### src/rtl/shift_pkg.sv
// shift_pkg: shared types and defaults for the bit-shift serial link.
package shift_pkg;
   typedef enum logic {DIR_MSB_FIRST = 1'b0, DIR_LSB_FIRST = 1'b1} shift_dir_e;
   typedef enum logic {ST_DATA, ST_PARITY} deser_state_e;
   localparam int DEFAULT_WIDTH = 4;
endpackage

### src/rtl/shift_in_reg.sv
// shift_in_reg: WIDTH-bit shift-in register, left (MSB first) or right (LSB first).
// o_word is the value the word holds after this edge: shifted when i_en, else current.
module shift_in_reg
   import shift_pkg::*;
#(parameter int WIDTH = DEFAULT_WIDTH) (
   input  logic             clk,
   input  logic             nrst,
   input  logic             i_en,
   input  logic             i_clr,
   input  shift_dir_e       i_dir,
   input  logic             i_sin,
   output logic [WIDTH-1:0] o_word
);
   logic [WIDTH-1:0] r_q;
   logic [WIDTH-1:0] w_next;
   assign w_next = (i_dir == DIR_LSB_FIRST) ? {i_sin, r_q[WIDTH-1:1]} : {r_q[WIDTH-2:0], i_sin};
   assign o_word = i_en ? w_next : r_q;
   always_ff @(posedge clk or negedge nrst) begin
      if (!nrst) r_q <= '0;
      else if (i_clr) r_q <= '0;
      else if (i_en) r_q <= w_next;
   end
endmodule

### src/rtl/shift_deserializer.sv
// shift_deserializer: rebuilds WIDTH-bit words from a serial bit stream into a one-entry valid/ready buffer.
// Define DESER_PARITY_EN to expect an even-parity bit after each word and report it on m_perr.
module shift_deserializer
   import shift_pkg::*;
#(parameter int WIDTH = DEFAULT_WIDTH) (
   input  logic             clk,
   input  logic             nrst,
   input  logic             s_valid,
   input  logic             s_data,
   output logic             s_ready,
   input  logic             dir,
   input  logic             clear,
   output logic             m_valid,
   output logic [WIDTH-1:0] m_data,
   input  logic             m_ready
`ifdef DESER_PARITY_EN
   ,
   output logic             m_perr
`endif
);
   localparam int CW = $clog2(WIDTH);
   logic [CW-1:0]    r_cnt;
   shift_dir_e       r_dir;
   shift_dir_e       w_dir;
   logic             r_m_valid;
   logic [WIDTH-1:0] r_m_data;
   logic [WIDTH-1:0] w_word;
   logic             w_last_data;
   logic             w_last;
   logic             w_acc;
   logic             w_done;
   logic             w_shift;
   assign w_last_data = r_cnt == CW'(WIDTH - 1);
   // direction is sampled live on the first bit, then held for the rest of the word
   assign w_dir = (r_cnt == '0) ? shift_dir_e'(dir) : r_dir;
`ifdef DESER_PARITY_EN
   deser_state_e r_state;
   logic         r_m_perr;
   assign w_last  = r_state == ST_PARITY;
   assign w_shift = w_acc && r_state == ST_DATA;
   assign m_perr  = r_m_perr;
`else
   assign w_last  = w_last_data;
   assign w_shift = w_acc;
`endif
   assign s_ready = !clear && !(w_last && r_m_valid && !m_ready);
   assign w_acc   = s_valid && s_ready;
   assign w_done  = w_acc && w_last;
   assign m_valid = r_m_valid;
   assign m_data  = r_m_data;
   shift_in_reg #(.WIDTH(WIDTH)) u_sr (
      .clk   (clk),
      .nrst  (nrst),
      .i_en  (w_shift),
      .i_clr (clear || w_done),
      .i_dir (w_dir),
      .i_sin (s_data),
      .o_word(w_word)
   );
   always_ff @(posedge clk or negedge nrst) begin
      if (!nrst) begin
         r_cnt     <= '0;
         r_dir     <= DIR_MSB_FIRST;
         r_m_valid <= 1'b0;
         r_m_data  <= '0;
`ifdef DESER_PARITY_EN
         r_state   <= ST_DATA;
         r_m_perr  <= 1'b0;
`endif
      end else begin
         if (clear) r_cnt <= '0;
         else if (w_shift) begin
            r_cnt <= w_last_data ? '0 : r_cnt + 1'b1;
            r_dir <= w_dir;
         end
`ifdef DESER_PARITY_EN
         if (clear) r_state <= ST_DATA;
         else if (w_acc) r_state <= (r_state == ST_DATA && w_last_data) ? ST_PARITY : ST_DATA;
`endif
         if (w_done) begin
            r_m_valid <= 1'b1;
            r_m_data  <= w_word;
`ifdef DESER_PARITY_EN
            r_m_perr  <= ^{w_word, s_data};
`endif
         end else if (m_ready) r_m_valid <= 1'b0;
      end
   end
endmodule
### config.mk
export PLATFORM = sky130hd
export DESIGN_NAME = shift_deserializer
export DESIGN_NICKNAME = d
export VERILOG_FILES = /design/src/rtl/shift_pkg.sv /design/src/rtl/shift_in_reg.sv /design/src/rtl/shift_deserializer.sv
export SDC_FILE = /design/constraint.sdc
export NUM_CORES = 1
export LEC_CHECK = 0
export ABC_AREA = 1
export CORE_MARGIN = 5
export CORE_UTILIZATION = 30
export CTS_BUF_LIST = sky130_fd_sc_hd__clkbuf_4 sky130_fd_sc_hd__clkbuf_8
export DETAILED_ROUTE_END_ITERATION = 10
export PLACE_DENSITY = 0.56
export SLEW_MARGIN = 20
export SYNTH_ARGS = -nofsm -noshare
export SYNTH_HDL_FRONTEND = slang
export SYNTH_SLANG_ARGS = --single-unit
### constraint.sdc
create_clock -name clk -period 1.8 [get_ports clk]
set_input_delay 0.36 -clock clk [delete_from_list [all_inputs] [get_ports clk]]
set_output_delay 0.36 -clock clk [all_outputs]
set_load 0.005 [all_outputs]
After elaboration in Yosys (flattened, before gate mapping)
Index checks and enable logic that the tools add are counted.

cells by class
  add/subtract/negate cells = 1
  equality and inequality tests = 1
  multiplexer cells = 9
  bitwise operators = 1
  reduce and logical (&&, ||, !) cells = 13

operators by type and width
  cell                   number
  $mux W4                3
  $mux W2                3
  $logic_and A1 B1 Y1    5
  $reduce_bool A2 Y1     2
  $logic_not A1 Y1       3
  $mux W1                3
  $add A2 B1 Y2 const B  1
  $eq A2 B2 Y1 const B   1
  $logic_not A2 Y1       1
  $reduce_and A2 Y1      1
  $logic_or A1 B1 Y1     1
  $not A1 Y1             1

word-level totals
  register bits after elaboration = 12
  bits of input ports = 7
  output and inout bits = 6
  word-level logic and storage cells = 30

Logic depth before layout (Yosys ltp)
Gate-level depths: netlist of the first run.

  depth after elaboration = 9
  depth in mapped cells = 9
  depth with buffers taken out = 9

Hierarchy
A second synthesis of the first run with hierarchy kept.

second synthesis, totals
  cells, all modules = 81
  area, all modules = 638.1 um2

modules (own cells, without submodules)
  module              times used  cells each  area an instance (um2)  seq. area each (um2)
  shift_deserializer  1           48          414.1                   200.2
  shift_in_reg        1           33          224.0                   100.1

Worst setup path before layout of the first run
No wires, ideal clock.

  path kind = register -> register
  start = reg r_cnt[0]
  end = reg u_sr.r_q[0]
  setup time = 0.120 ns
  data arrival time = 1.042 ns
  data required time = 1.680 ns
  setup slack = 0.638 ns
  stages on the path, launching flop included = 10
  path buffers = 0
  period minus slack after synthesis = 1.162 ns
  path through = dfrtp_1 -> inv_1 -> ha_1 -> inv_1 -> nand2_1 -> nand3_1 -> nand2_1 -> nand2_1 -> nand2_1 -> nor2_1

between the ends
  longest elaborated chain between the ends = 9
  elaborated cells on any way between the ends = 13
  those cells by class = eq/ne: 1; mux: 4; reduce/logical: 8

ends and longest elaborated chain
  what                              RTL line                  RTL
  start: declaration                shift_deserializer.sv:22  logic [CW-1:0] r_cnt;
  start signal: assignment          shift_deserializer.sv:73  r_cnt <= w_last_data ? '0 : r_cnt + 1'b1;
  $eq A2 B2 Y1                      shift_deserializer.sv:33  assign w_last_data = r_cnt == CW'(WIDTH - 1);
  $logic_and A1 B1 Y1 (2 in a row)  shift_deserializer.sv:46  assign s_ready = !clear && !(w_last && r_m_valid && !m_ready);
  $logic_not A1 Y1                  shift_deserializer.sv:46
  $logic_and A1 B1 Y1               shift_deserializer.sv:46
  $logic_and A1 B1 Y1               shift_deserializer.sv:47  assign w_acc = s_valid && s_ready;
  $logic_and A1 B1 Y1               shift_deserializer.sv:48  assign w_done = w_acc && w_last;
  $logic_or A1 B1 Y1                shift_deserializer.sv:55  .i_clr (clear || w_done),
  $mux W4 *                         shift_in_reg.sv:20        else if (i_clr) r_q <= '0;
  end signal: assignment            shift_in_reg.sv:21        else if (i_en) r_q <= w_next;
  end: declaration                  shift_in_reg.sv:14        logic [WIDTH-1:0] r_q;

Mark *: on every way between the ends. The rest lies on a longest branch, timed or not.
A chain may end at the register's enable or synchronous reset.

Worst setup path in the final report of the first run
  start = in m_ready
  end = out s_ready

between the ends
  longest elaborated chain between the ends = 4

ends and longest elaborated chain
  what                 RTL line                  RTL
  start: declaration   shift_deserializer.sv:15  input logic m_ready
  $logic_not A1 Y1     shift_deserializer.sv:46
  $logic_and A1 B1 Y1  shift_deserializer.sv:46
  $logic_not A1 Y1     shift_deserializer.sv:46
  $logic_and A1 B1 Y1  shift_deserializer.sv:46
  end: declaration     shift_deserializer.sv:10  output logic s_ready,

No other way between the ends.

==> metrics, run 1 <==
total die area=between 0.003 and 0.004 mm^2; Final setup violation count=0; share of post-route cells with drive strength above 1=about an eighth; multiplexer fraction of the synthesized cell area=0%; number of sinks on the clock net=12; number of ports placed on the die boundary=13; WP data required=roughly 1.4 ns; cell count after synthesis=between 80 and 90; total inserted antenna cells=0; largest family of logic cells by synthesized area=simple AND/OR/NAND/NOR gates; share of the synthesized area in the top cell type=slightly below 50%; worst skew pair latency=between 0.2 and 0.3 ns; Wirelength per Cell=10.31 um; Cell Area, Synth=around 620 um^2; die span in x=around 56 um; Critical Path Fanout Max=2; Synth Area in Compound Gates=between 5 and 6%; number of placement rows=16; net count after synthesis=91; max-capacitance violation count=0; max_slew headroom=around 64%; startpoint of the worst register-to-register path=r_cnt[0]; count of vias placed by the detailed router=582; overall power consumption=0.6859 mW; number of buffers inserted during clock tree synthesis=3; endpoint of the most critical register-to-register path=u_sr.r_q[2]; Reg2Reg Setup Slack=around 0.47 ns; Die Y-Extent=roughly 56 um; largest cells by area after synthesis=sky130_fd_sc_hd__dfrtp_1, sky130_fd_sc_hd__nand2_1, sky130_fd_sc_hd__nand3_1, sky130_fd_sc_hd__inv_1, sky130_fd_sc_hd__o21ai_0; Seq/Total Area, Yosys=between 40% and 50%; gp weighted congestion=about 0.76; mean cell area of the mapped netlist=roughly 7.6 um^2; worst hold slack across all endpoints=approximately 0.44 ns; number of cells traversed by the worst register-to-register path=9; antenna violations before repair=0; Worst setup SP type=primary input; kind of critical path=primary input to primary output; Filler cells=222; worst clock skew=between 0.0006 and 0.0007 ns; routed via count divided by cell count=4.583; maximum number of buffers from clock root to sink=2; Detailed Place HPWL=about 1000 um; Area Overhead vs Synth=32.19%; Clock Pin Slew Worst Setup and Hold Paths=~0.070 ns; WL final=around 1300 um; number of iterations in the first detailed-routing pass=4; power density normalized to cell area=~830 mW/mm^2; Hold Path Class=primary input to asynchronous set/reset pin; all-layer global routing usage=~9.6%; post-layout minimum cycle time=roughly 1.6 ns; data arrival time of the critical path=between 1 and 1.5 ns; core region area=~0.0020 mm^2; Setup crit end kind=primary output; number of buffers added on ports=12; DRC violation count after routing=0; largest net degree at the start of global routing=13; Slew Limit Fails=0; first-pass GRT wire length=approximately 2300 um; vias in the first global route=around 560; effective utilization at floorplan=31.70%; result of the run=completed; achievable frequency=0.6205 GHz; number of different library cells in the post-synthesis netlist=10; post-synthesis xor/xnor area fraction=0%; number of routed nets with antenna violations=0; share of synthesized cell area in and, or, nand and nor gates=between 30 and 40%; post-route fraction of the period consumed by the critical path=89.53%; htree depth=1; number of synthesized register bits=12; post-synthesis adder-cell area fraction=4.024%; warning count from the yosys run=0; unrepaired setup endpoints after global routing=false; global route total overflow=0; area leader, netlist=sky130_fd_sc_hd__dfrtp_1; number of hold-slack violations in the final timing report=0; worst supply voltage drop on vdd=between 0.0003 and 0.0004 V; Layout Nets=approximately 110; CTS Root Cell=sky130_fd_sc_hd__clkbuf_4; CTS tree=built; Pleak=approximately 0.44 nW; number of DRC markers after the initial detailed-route iteration=22; transition time at the pin with the least slew margin=~0.54 ns
-- worst max-delay path: stages --
cell	delay [ns]
sky130_fd_sc_hd__clkdlybuf4s50_1	0.39
sky130_fd_sc_hd__inv_1	0.08
sky130_fd_sc_hd__nand3_2	0.07
sky130_fd_sc_hd__nand2_1	0.06
sky130_fd_sc_hd__inv_1	0.03
sky130_fd_sc_hd__dlygate4sd2_1	0.25
-- layer usage --
layer / global-route usage [%] / vias to the layer above / part of all wire, %
li1: - / 293 / -
met1: 10.80 / 263 / 44
met2: 14.70 / 21 / 46
met3: 2.797 / 5 / 6.0
met4: 8.333 / 0 / 3.9
met5: 0 / - / 0
-- cells in the final DEF, fill, tap and decap left out, types with 3 or more instances in the layout --
cell type	instances
sky130_fd_sc_hd__clkbuf_4	3
sky130_fd_sc_hd__nor2_1	4
sky130_fd_sc_hd__nand3_1	9
sky130_fd_sc_hd__clkdlybuf4s50_1	11
sky130_fd_sc_hd__inv_1	12
sky130_fd_sc_hd__nand2_1	31
sky130_fd_sc_hd__o21ai_0	7
sky130_fd_sc_hd__dfrtp_1	12
sky130_fd_sc_hd__buf_4	3
-- area by class of cell --
cell class	instances	area, um^2	area share, %
Clock buffer	3	22.52	2.740
Sequential cell	12	300.3	36.53
Multi-Input combinational cell	56	271.5	33.03
Inverter	14	52.55	6.393
Timing Repair Buffer	15	141.4	17.20
Tap cell	27	33.78	4.110
-- state kept, by name, summed over array words and instances (netlist names) --
name,count
m_data,4
u_sr.r_q,4
r_cnt,2
m_valid,1
r_dir,1
-- logic make-up after synthesis --
| kind of cell | count (synthesis) |
|---|---|
| flops | 12 |
| simple gates | 47 |
| compound gates | 7 |
| fa+ha+maj | 2 |
| buf+inv | 14 |
-- power breakdown --
part	internal, mW	switching (mW)
Combinational	0.0971	0.101
Sequential	0.308	0.0171
Clock	0.0775	0.0856
Total	0.483	0.203
-- stage by stage --
step           setup TNS, ns  setup WS, ns  std cells  utilization [%]  instance area (um^2)
6_report                   0        0.1884        127            41.90                 822.0
5_1_grt                    0       0.09166        127            41.90                 822.0
4_1_cts                    0        0.1740        127            41.90                 822.0
3_5_place_dp        -0.07942      -0.07942        123            40.31                 790.8
3_3_place_gp        -0.05925      -0.05925        123            40.31                 790.8
2_1_floorplan              0        0.6375         82                -                 621.8
-- worst max path at each step --
stage | end | startpoint | slack [ns]
final | s_ready | m_ready | 0.19
after global routing | s_ready | m_ready | 0.09
after CTS | s_ready | r_cnt[0] | 0.17
after detailed placement | s_ready | m_ready | -0.08
after global placement | s_ready | m_ready | -0.06
after floorplan | u_sr.r_q[0] | r_cnt[0] | 0.64
-- synth_stat cells, drive strengths merged --
cell	n
nand2	31
nand4	1
o21ai	7
nand3	11
ha	2
dfrtp	12
nor2	4
inv	14
-- repair_timing --
action	in CTS	in global routing
hold buffers	0	0
resized for setup	2	0
endpoints found under the setup margin	1	0
setup buffers	1	0
No activity file was read; power rests on OpenSTA's default activity.
==> run 2: changes to the inputs <==
--- a/config.mk
+++ b/config.mk
@@ -6,6 +6,7 @@
 export NUM_CORES = 1
 export LEC_CHECK = 0
 export ABC_AREA = 1
+export CAP_MARGIN = 5
 export CORE_MARGIN = 5
 export CORE_UTILIZATION = 30
 export CTS_BUF_LIST = sky130_fd_sc_hd__clkbuf_4 sky130_fd_sc_hd__clkbuf_8
==> results of run 2 <==
No change in the layout: final DEF, timing and power equal those of run 1.
